### src/rtl/div_pkg.sv
// Shared definitions for the multi-cycle DIV/DIVU unit: state encoding,
// operand width and the number of quotient-bit iterations.
package div_pkg;

  localparam int DATA_W   = 32;
  localparam int DIV_ITER = 32;

  typedef enum logic [1:0] {
    FREE    = 2'b00,
    BY_ZERO = 2'b01,
    ON      = 2'b10,
    END     = 2'b11
  } div_state_t;

endpackage

### src/rtl/div_unit.sv
// Multi-cycle restoring divider for MIPS DIV/DIVU, one quotient bit per clock.
// Result is {remainder, quotient}, destined for HI/LO.
// Optional feature macro: DIV_SIGNED_EN -- when defined, signed_div_i selects
// signed division (magnitude conversion on capture, sign fix on completion);
// when undefined every division is unsigned and signed_div_i is ignored.
module div_unit #(
  parameter int DATA_W = div_pkg::DATA_W
) (
  input  logic                  clk,
  input  logic                  rst,
  input  logic                  signed_div_i,
  input  logic [DATA_W-1:0]     opdata1_i,
  input  logic [DATA_W-1:0]     opdata2_i,
  input  logic                  start_i,
  input  logic                  annul_i,
  output logic [2*DATA_W-1:0]   result_o,
  output logic                  ready_o
);
  import div_pkg::*;

  localparam int                CNT_W     = $clog2(DIV_ITER + 1);
  localparam logic [CNT_W-1:0]  ITER_LAST = CNT_W'(DIV_ITER);
  localparam int                WORK_W    = 2 * DATA_W + 1;

  div_state_t               state_q, state_d;
  logic [CNT_W-1:0]         cnt;
  logic [WORK_W-1:0]        work;
  logic [DATA_W-1:0]        divisor;
  logic signed [DATA_W:0]   diff;
  logic [DATA_W-1:0]        dividend_mag, divisor_mag;
  logic [DATA_W-1:0]        quot, rem;
  logic                     go;

  // Two's-complement negation used for magnitude conversion and sign fix.
  function automatic logic [DATA_W-1:0] negate(input logic [DATA_W-1:0] v);
    return ~v + 1'b1;
  endfunction

  assign go   = start_i && !annul_i;
  assign diff = $signed({1'b0, work[2*DATA_W-1:DATA_W]}) - $signed({1'b0, divisor});

`ifdef DIV_SIGNED_EN
  logic neg_quot, neg_rem;

  assign dividend_mag = (signed_div_i && opdata1_i[DATA_W-1]) ? negate(opdata1_i) : opdata1_i;
  assign divisor_mag  = (signed_div_i && opdata2_i[DATA_W-1]) ? negate(opdata2_i) : opdata2_i;
  assign quot = neg_quot ? negate(work[DATA_W-1:0]) : work[DATA_W-1:0];
  assign rem  = neg_rem  ? negate(work[WORK_W-1:DATA_W+1]) : work[WORK_W-1:DATA_W+1];

  // Latch result signs when a request is accepted.
  always_ff @(posedge clk) begin
    if (state_q == FREE && go) begin
      neg_quot <= signed_div_i && (opdata1_i[DATA_W-1] ^ opdata2_i[DATA_W-1]);
      neg_rem  <= signed_div_i && opdata1_i[DATA_W-1];
    end
  end
`else
  logic unused_sign;

  assign unused_sign  = signed_div_i;
  assign dividend_mag = opdata1_i;
  assign divisor_mag  = opdata2_i;
  assign quot         = work[DATA_W-1:0];
  assign rem          = work[WORK_W-1:DATA_W+1];
`endif

  // State register.
  always_ff @(posedge clk) begin
    if (rst) state_q <= FREE;
    else     state_q <= state_d;
  end

  // Next-state logic.
  always_comb begin
    state_d = state_q;
    case (state_q)
      FREE:    if (go) state_d = (opdata2_i == '0) ? BY_ZERO : ON;
      BY_ZERO: state_d = annul_i ? FREE : END;
      ON: begin
        if (annul_i)                state_d = FREE;
        else if (cnt == ITER_LAST)  state_d = END;
      end
      END:     if (!start_i) state_d = FREE;
      default: state_d = FREE;
    endcase
  end

  // Working register: operand capture, then one subtract-and-shift per clock.
  always_ff @(posedge clk) begin
    if (state_q == FREE && go) begin
      work    <= {{DATA_W{1'b0}}, dividend_mag, 1'b0};
      divisor <= divisor_mag;
    end else if (state_q == ON && cnt != ITER_LAST) begin
      if (diff[DATA_W]) work <= {work[WORK_W-2:0], 1'b0};
      else              work <= {diff[DATA_W-1:0], work[DATA_W-1:0], 1'b1};
    end
  end

  // Iteration counter and registered result/ready.
  always_ff @(posedge clk) begin
    if (rst) begin
      cnt      <= '0;
      ready_o  <= 1'b0;
      result_o <= '0;
    end else begin
      case (state_q)
        FREE: begin
          cnt      <= '0;
          ready_o  <= 1'b0;
          result_o <= '0;
        end
        BY_ZERO: begin
          ready_o  <= !annul_i;
          result_o <= '0;
        end
        ON: begin
          if (annul_i) begin
            ready_o  <= 1'b0;
            result_o <= '0;
          end else if (cnt == ITER_LAST) begin
            ready_o  <= 1'b1;
            result_o <= {rem, quot};
          end else begin
            cnt <= cnt + 1'b1;
          end
        end
        END: begin
          if (!start_i) begin
            ready_o  <= 1'b0;
            result_o <= '0;
          end
        end
        default: begin
          ready_o  <= 1'b0;
          result_o <= '0;
        end
      endcase
    end
  end

endmodule

### config.mk
export PLATFORM = sky130hd
export DESIGN_NAME = div_unit
export DESIGN_NICKNAME = d
export VERILOG_FILES = /design/src/rtl/div_pkg.sv /design/src/rtl/div_unit.sv
export SDC_FILE = /design/constraint.sdc
export NUM_CORES = 1
export LEC_CHECK = 0
export CAP_MARGIN = 20
export CORE_ASPECT_RATIO = 1.75
export CORE_MARGIN = 10
export CORE_UTILIZATION = 30
export CTS_CLUSTER_DIAMETER = 40
export DETAILED_ROUTE_END_ITERATION = 7
export GPL_TIMING_DRIVEN = 0
export PLACE_DENSITY = 0.47
export SYNTH_ARGS = -nofsm -noshare
export SYNTH_HDL_FRONTEND = slang
export SYNTH_SLANG_ARGS = --single-unit
### constraint.sdc
create_clock -name clk -period 8.5 [get_ports clk]
set_clock_uncertainty 0.1 [all_clocks]
set_input_delay 1.7 -clock clk [delete_from_list [all_inputs] [get_ports clk]]
set_output_delay 1.7 -clock clk [all_outputs]
set_load 0.02 [all_outputs]
---- Word-level counts from Yosys, hierarchy flattened ----
Index checks and enable logic that the tools add are counted.
operators by class
  add/sub/neg operators ................... 2
  equality and inequality tests ........... 10
  multiplexer cells ....................... 21
  reductions and logical operators ........ 12
operators with widths
  kind                                                  number
  two-way mux 64 bit                                    3
  one-hot mux 64 bit (3 select lines)                   1
  two-way mux 33 bit                                    2
  two-way mux 65 bit                                    1
  subtractor 32 x 32 -> 33 bit                          1
  zero test 32 bit                                      1
  two-way mux 2 bit                                     6
  two-way mux 6 bit                                     2
  one-hot mux 6 bit (2 select lines)                    1
  != test 2 bit (second input constant)                 4
  one-hot mux 2 bit (4 select lines)                    1
  adder 6 x 1 -> 6 bit (second input constant)          1
  equality test 6 bit (second input constant)           1
  != test 6 bit (second input constant)                 1
  AND reduction 3 bit                                   2
  equality test 2 bit (second input constant)           2
  one-hot mux 1 bit (4 select lines)                    1
  nonzero test 2 bit                                    2
  logical AND 1 bit                                     3
  two-way mux 1 bit                                     3
  != test 3 bit (second input constant)                 1
  equality test 2 x 1 -> 1 bit (second input constant)  1
  zero test 2 bit                                       1
  AND reduction 2 bit                                   1
  2 further kinds                                       2
storage, ports and cells
  register bits after elaboration ......... 170
  output and inout port bits .............. 65
  logic and storage cells ................. 52

---- Longest topological paths before layout ----
Gate-level depths: netlist of run 1.
  depth in word-level cells ............... 4
  mapped depth ............................ 13
  mapped depth without buffers ............ 12

---- Worst setup path before layout of run 1 ----
Ideal clock, no wire load.
  kind .................................... in2reg
  from .................................... in start_i
  to ...................................... reg divisor[0], enable pin
  setup time .............................. 0.409 ns
  arrival time ............................ 3.391 ns
  path slack .............................. 4.601 ns
  stages .................................. 5
  buffers on the path ..................... 2
  cell sequence ........................... nor2b_1 > nand2_1 > inv_1 > clkbuf_1 > clkbuf_1
between the ends
  word-level cells in the longest chain between the ends .. 2
ends and longest elaborated chain
  element                 line            RTL
  start: declaration      div_unit.sv:14  input logic start_i,
  logical AND 1 bit       div_unit.sv:39  assign go = start_i && !annul_i;
  logical AND 1 bit       div_unit.sv:90  if (state_q == FREE && go) begin
  end signal: assignment  div_unit.sv:92  divisor <= divisor_mag;
  end: declaration        div_unit.sv:28  logic [DATA_W-1:0] divisor;
Every way passes these cells.
A chain may end at the register's enable or synchronous reset.

---- Worst setup path after layout of run 1 ----
  from .................................... in opdata2_i[9]
  to ...................................... reg state_q[0]
between the ends
  word-level cells in the longest chain between the ends .. 4
ends and longest elaborated chain
  element                             line            RTL
  start: declaration                  div_unit.sv:13  input logic [DATA_W-1:0] opdata2_i,
  zero test 32 bit                    div_unit.sv:77  FREE: if (go) state_d = (opdata2_i == '0) ? BY_ZERO : ON;
  two-way mux 2 bit (2 in a row)      div_unit.sv:77
  one-hot mux 2 bit (4 select lines)  div_unit.sv:76  case (state_q)
  end signal: assignment              div_unit.sv:70  else state_q <= state_d;
  end: declaration                    div_unit.sv:25  div_state_t state_q, state_d;
Every way passes these cells. The select of a mux whose other input is x is not followed.

==> results of run 1 <==
power groups by stage:
stage | clock network [mW] | logic, mW | registers [mW]
floorplan | 0 | 1.06 | 1.21
global placement | 0 | 1.49 | 1.26
detailed placement | 0 | 1.52 | 1.26
CTS | 0.796 | 1.53 | 1.25
global route | 0.829 | 1.69 | 1.26
finish | 0.780 | 1.51 | 1.24
registers in the layout (all words and copies together) (netlist names):
name	flops
state_q	2
ready_o	1
divisor	32
cnt	6
result_o	64
work	65
layer usage:
metal	vias to the layer above	track usage [%]	routed length, µm
li1	3806	-	-
met1	3652	14.7	10200
met2	129	31.4	16500
met3	36	4.72	1350
met4	2	4.48	510
met5	-	0	10
synthesized netlist by cell type (4+ instances only):
| master | n |
|---|---|
| nand2_1 | 178 |
| a21oi_1 | 123 |
| dfxtp_1 | 106 |
| nand3_1 | 71 |
| o21ai_0 | 67 |
| edfxtp_1 | 64 |
| inv_1 | 54 |
| clkbuf_1 | 49 |
| ha_1 | 38 |
| nor2_1 | 36 |
| o21ai_1 | 20 |
| xnor2_1 | 15 |
| xor2_1 | 13 |
| a21o_1 | 10 |
| buf_2 | 9 |
| mux2i_1 | 9 |
| nand4_1 | 9 |
| nor4_1 | 9 |
| o211ai_1 | 9 |
| o21bai_1 | 9 |
| nand2b_1 | 7 |
| nor3_1 | 7 |
| o21ai_2 | 6 |
| or3_1 | 6 |
| a31oi_1 | 5 |
| a21oi_2 | 4 |
| nor2b_1 | 4 |
| o21a_1 | 4 |
how the worst max path moves through the flow:
stage                       startpoint     endpoint  depth (start not counted)
after floorplan                start_i   divisor[0]                          5
after global placement         annul_i  divisor[18]                          6
after detailed placement  opdata2_i[9]   state_q[0]                          7
after CTS                 opdata2_i[9]   state_q[0]                          7
after global routing           annul_i     work[27]                          8
final                     opdata2_i[9]   state_q[0]                          7
through the flow:
stage / total power, mW / setup slack [ns] / instance area [µm²] / util, % / cells
after floorplan: 2.27 / 4.60 / 8630 / - / 996
after global placement: 2.75 / 2.99 / 10400 / 36.5 / 1505
after detailed placement: 2.78 / 3.55 / 10500 / 36.7 / 1507
after CTS: 3.57 / 4.03 / 11000 / 38.7 / 1539
after global routing: 3.78 / 4.04 / 11000 / 38.7 / 1539
final: 3.53 / 4.18 / 11000 / 38.7 / 1539
worst reg2reg max path, delay by kind of cell, from the launching register on:
kind / cells / cell delay, ns
compound gates: 7 / 1.59
fa+ha+maj: 2 / 0.62
buf+inv: 2 / 0.43
flops: 1 / 0.35
simple gates: 1 / 0.19
cell families (layout without fill, tap and decap cells):
kind of cell	count (synthesis)	count (layout)	share of synthesized area, %
DFF	170	170	46.9
xor gates and xnor gates	28	28	2.84
AOI/OAI and AO/OA	286	286	19.9
adders and majority gates	39	39	5.74
buffers and inverters	120	285	5.74
and+or+nand+nor	344	344	17.9
muxes	9	9	1.04
final cells by class:
class / instances / area, µm² / area share [%]
Buffer: 66 / 294 / 2.66
Sequential cell: 170 / 4040 / 36.7
Multi-Input combinational cell: 706 / 4090 / 37.1
Clock buffer: 19 / 443 / 4.01
Clock inverter: 13 / 128 / 1.16
Inverter: 54 / 203 / 1.84
Timing Repair Buffer: 133 / 1360 / 12.3
Tap cell: 378 / 473 / 4.29
==> reports/metrics.csv, run 1 <==
stage,metric,value,unit
run_status,status,finished clean,
floorplanning,top_level_ports,134,
setup_path,crit_type,primary input to register,
setup_path,cp-start-kind,primary input,
finish,fin_nets,1256,
drt,viasPerCell,4.95,
cts,post_cts_buffers,0,
setup_path,worst_ep_arrival_time,4.58,ns
power,p_sw,1.46,mW
drt,drt_iter0_markers,317,
power,internal_power,2.07,mW
power,p_comb_share,42.8,%
finish,fill_cells,3061,
drt,drc,0,
drt,finalWirelength,28.6,mm
logic_synthesis,syn_area,8630,µm²
finish,area_growth,27.9,%
floorplanning,die_area,36200,µm²
job,drv_cap,0,
logic_synthesis,yosys_most_used_dff,dfxtp_1,
floorplanning,start_util,30.3,%
cts,clk_pin_slew_worst_paths,0.07,ns
cts,clk-insertion-delay-late,0.46,ns
logic_synthesis,synth_edf_count,64,
sta,report.final.slew_viol_count,0,
floorplanning,die_x,148,µm
cts,cts_hold_buffers,0,
cts,cts_max_level,4,
setup_path,rrSetupSlack,5.16,ns
finish,antenna_cells,0,
sta,fmax,231,MHz
sta,tns,0,ns
setup_path,crit_family,simple AND/OR/NAND/NOR gates,
setup_path,worstPathRequired,8.76,ns
sta,fin_crit,4.32,ns
sta,finalSetupViolCount,0,
setup_path,cp_cell_sequence,clkdlybuf4s50_1 -> nor4_1 -> nand4_1 -> nor4_1 -> and4_1 -> a211oi_1 -> a211oi_1,
sta,max_slew_margin,40.4,%
logic_synthesis,synth_fp_nets,1104,
floorplanning,core_area,28500,µm²
power,p_sw_share,41.4,%
power,pwr-share-clk,22.1,%
logic_synthesis,synthArstFlopShare,0,%
cts,cts_buffers,17,
finish,drive_above_1_share,5.86,%
drt,drtAntennaViolNets,0,
finish,final_cell_mix,"178 x nand2_1, 131 x clkdlybuf4s50_1, 123 x a21oi_1",
logic_synthesis,synth.avg_cell_area,8.66,µm²
global_routing,grt_max_degree,26,
hold_path,hold_end,result_o[42],
logic_synthesis,ys_types,60,
finish,layout_commonest_cell,nand2_1,
hold_path,min_from,result_o[42],
global_routing,grt_pass1_wl,44.1,mm
power,seqPwrFrac,35.2,%
sta,hold_violations,0,
setup_path,cp_num_buf_inv,1,
placement,gp_congestion,0.837,
setup_path,critical-path-max-stage-delay,0.79,ns
cts,clk_path_buf_depth,2,
logic_synthesis,yosysSeqAreaShare,46.9,%
floorplanning,rows,82,
sta,tightest_slew,0.885,ns
drt,dr.pass1.iters,5,
logic_synthesis,synth.top_cell.area_share,24.6,%
global_routing,grt_pass1_vias,7928,
cts,tritoncts,done,
power,ir_drop,0.000178,V
logic_synthesis,ys_warn_count,0,
setup_path,reg2reg_depth,12,
drt,routedWlPerCell,18.6,µm
cts,cts_sinks,170,
placement,portBuffers,131,
sta,whs,0.351,ns
power,leakage,4.04,nW
logic_synthesis,synth_cells,996,
setup_path,r2r-start,work[32],
setup_path,cp_max_fo,2,
floorplanning,die_h,244,µm
global_routing,antenna_found_initial,1,
placement,dpl.hpwl,22.5,mm
sta,timing.final.crit_share,50.8,%
logic_synthesis,synth.ff_latch_count,170,
hold_path,hold_path_class,register to register,
drt,dr_total_vias,7625,
cts,post_cts_resized,0,
global_routing,grt_overflow,0,
cts,cts_root_buffer,clkbuf_16,
logic_synthesis,synthTopCellsByArea,"dfxtp_1 25%, edfxtp_1 22%, nand2_1 7.7%",
setup_path,r2r-end,work[52],
logic_synthesis,post-synth-top-area-cell,dfxtp_1,
setup_path,cp_slowest_cell,nor4_1,
sta,rsz0062_at_grt,false,
power,powerDensity,320,nW/µm²
global_routing,grt.total_usage,15.7,%
setup_path,cp-end-kind,register,
hold_path,worstHoldPathCells,2,
No activity file was read; power rests on OpenSTA's default activity.
==> run 2: changes to the inputs <==
- PLACE_DENSITY: 0.47 -> 0.48
- clock period: 8.5 -> 3.7 ns (I/O delays scaled with it)
==> reports/metrics.csv, run 2 (same netlist as run 1, synthesis figures left out) <==
stage,metric,value,unit,change
global_routing,grt_pass1_wl,43.7,mm,-1.0%
finish,layout_commonest_cell,nand2_1,,
placement,dpl.hpwl,22.4,mm,-0.37%
sta,report.final.slew_viol_count,0,,unchanged
sta,fin_crit,3.35,ns,
setup_path,cp-end-kind,register,,
sta,hold_violations,0,,unchanged
sta,max_slew_margin,42.3,%,+1.8 points
finish,stdcell_count,1539,,unchanged
hold_path,hold_path_class,register to register,,
power,leakage,4.05,nW,+0.10%
finish,largestRegisters,"work x65, result_o x64, divisor x32",,
sta,setup_ws,0.352,ns,-3.83 ns
sta,rsz0062_at_grt,false,,
sta,tightest_slew,0.858,ns,-0.0274 ns
sta,finalSetupViolCount,0,,unchanged
cts,cts_max_level,4,,unchanged
floorplanning,die_h,244,µm,unchanged
drt,finalWirelength,28.3,mm,-1.2%
cts,cts_buffers,17,,unchanged
drt,drc,0,,unchanged
global_routing,grt.total_usage,15.6,%,-0.11 points
finish,final_util,38.7,%,+0.044 points
finish,fill_cells,3090,,+0.95%
job,drv_cap,0,,unchanged
cts,post_cts_resized,0,,unchanged
cts,cts_sinks,170,,unchanged
finish,area_growth,28.0,%,
floorplanning,start_util,30.3,%,unchanged
cts,clk-insertion-delay-late,0.45,ns,about the same
finish,antenna_cells,0,,unchanged
drt,routedWlPerCell,18.4,µm,-1.2%
finish,fin_nets,1256,,unchanged
cts,clk_pin_slew_worst_paths,0.07,ns,about the same
placement,post-place-ws,-0.260,ns,-3.81 ns
power,powerDensity,734,nW/µm²,+130%
setup_path,cp_max_fo,10,,+8
cts,tritoncts,done,,
finish,largest_reg_flops,65,,unchanged
setup_path,worstPathRequired,3.98,ns,-4.78 ns
global_routing,grt_max_degree,26,,unchanged
floorplanning,top_level_ports,134,,unchanged
sta,tns,0,ns,unchanged
power,ir_drop,0.000433,V,+140%
drt,viasPerCell,4.95,,about the same
placement,dp_cells,1507,,unchanged
cts,cts_root_buffer,clkbuf_16,,
sta,fmax,299,MHz,
drt,dr_total_vias,7621,,-0.052%
finish,final_cell_mix,"178 x nand2_1, 131 x clkdlybuf4s50_1, 123 x a21oi_1",,
global_routing,grt_pass1_vias,7830,,-1.2%
floorplanning,core_area,28500,µm²,unchanged
placement,gp_congestion,0.859,,+2.6%
finish,top_register,work,,
drt,drt_iter0_markers,319,,+0.63%
floorplanning,die_x,148,µm,unchanged
drt,drtAntennaViolNets,0,,unchanged
setup_path,worst_ep_arrival_time,3.63,ns,-0.95 ns
finish,drive_above_1_share,5.77,%,-0.086 points
cts,cts_hold_buffers,0,,unchanged
setup_path,crit_type,register to register,,
power,power,8.11,mW,+130%
cts,post_cts_buffers,0,,unchanged
floorplanning,rows,82,,unchanged
drt,dr.pass1.iters,4,,-1
sta,timing.final.crit_share,90.5,%,
placement,portBuffers,131,,unchanged
setup_path,cp-start-kind,register,,
global_routing,antenna_found_initial,0,,-1
run_status,status,finished clean,,
floorplanning,die_area,36200,µm²,unchanged
global_routing,grt_overflow,0,,unchanged
cts,clk_path_buf_depth,2,,unchanged
run 2: stage by stage:
step	area (µm²)	hold WS (ns)
5_1_grt	11000	0.363
6_report	11000	0.349
4_1_cts	11000	0.352
3_3_place_gp	10400	0.337
3_5_place_dp	10500	0.345
2_1_floorplan	8630	0.345
run 2: worst max-delay path, cell delays in order, from the launching register on:
cell,delay (ns)
edfxtp_1,0.34
inv_1,0.04
ha_1,0.22
fa_1,0.40
nand2b_1,0.18
a21oi_1,0.36
o211ai_2,0.16
o211ai_2,0.19
a22oi_4,0.11
a41oi_4,0.49
buf_2,0.40
o21ai_1,0.12
a21oi_1,0.15
run 2: layout make-up:
type                            instances  area [µm²]  area share (%)
Multi-Input combinational cell        706        4090            37.0
Clock buffer                           19         443            4.01
Tap cell                              378         473            4.28
Clock inverter                         13         140            1.27
Buffer                                 66         294            2.66
Inverter                               54         203            1.84
Sequential cell                       170        4040            36.6
Timing Repair Buffer                  133        1360            12.3
run 2: report_power, final:
part           leakage (nW)  switching (mW)  internal (mW)
Clock                 0.280           0.788           1.02
Combinational          2.29            2.12           1.32
Sequential             1.47           0.384           2.47
Total                  4.05            3.30           4.81
run 2: path summary, 6_finish.rpt:
check | start | endpoint | slack, ns | cells past startpoint
max | work[32] | work[52] | 0.35 | 12
min reg2reg | result_o[46] | result_o[46] | 0.35 | 2
min | result_o[46] | result_o[46] | 0.35 | 2
max reg2reg | work[32] | work[52] | 0.35 | 12
run 2: per-layer routing:
| layer | vias to the layer above | track usage (%) | routed length (µm) |
|---|---|---|---|
| li1 | 3809 | - | - |
| met1 | 3652 | 14.5 | 9990 |
| met2 | 126 | 31.0 | 16400 |
| met3 | 34 | 4.09 | 1230 |
| met4 | 0 | 6.00 | 637 |
| met5 | - | 0 | 0 |
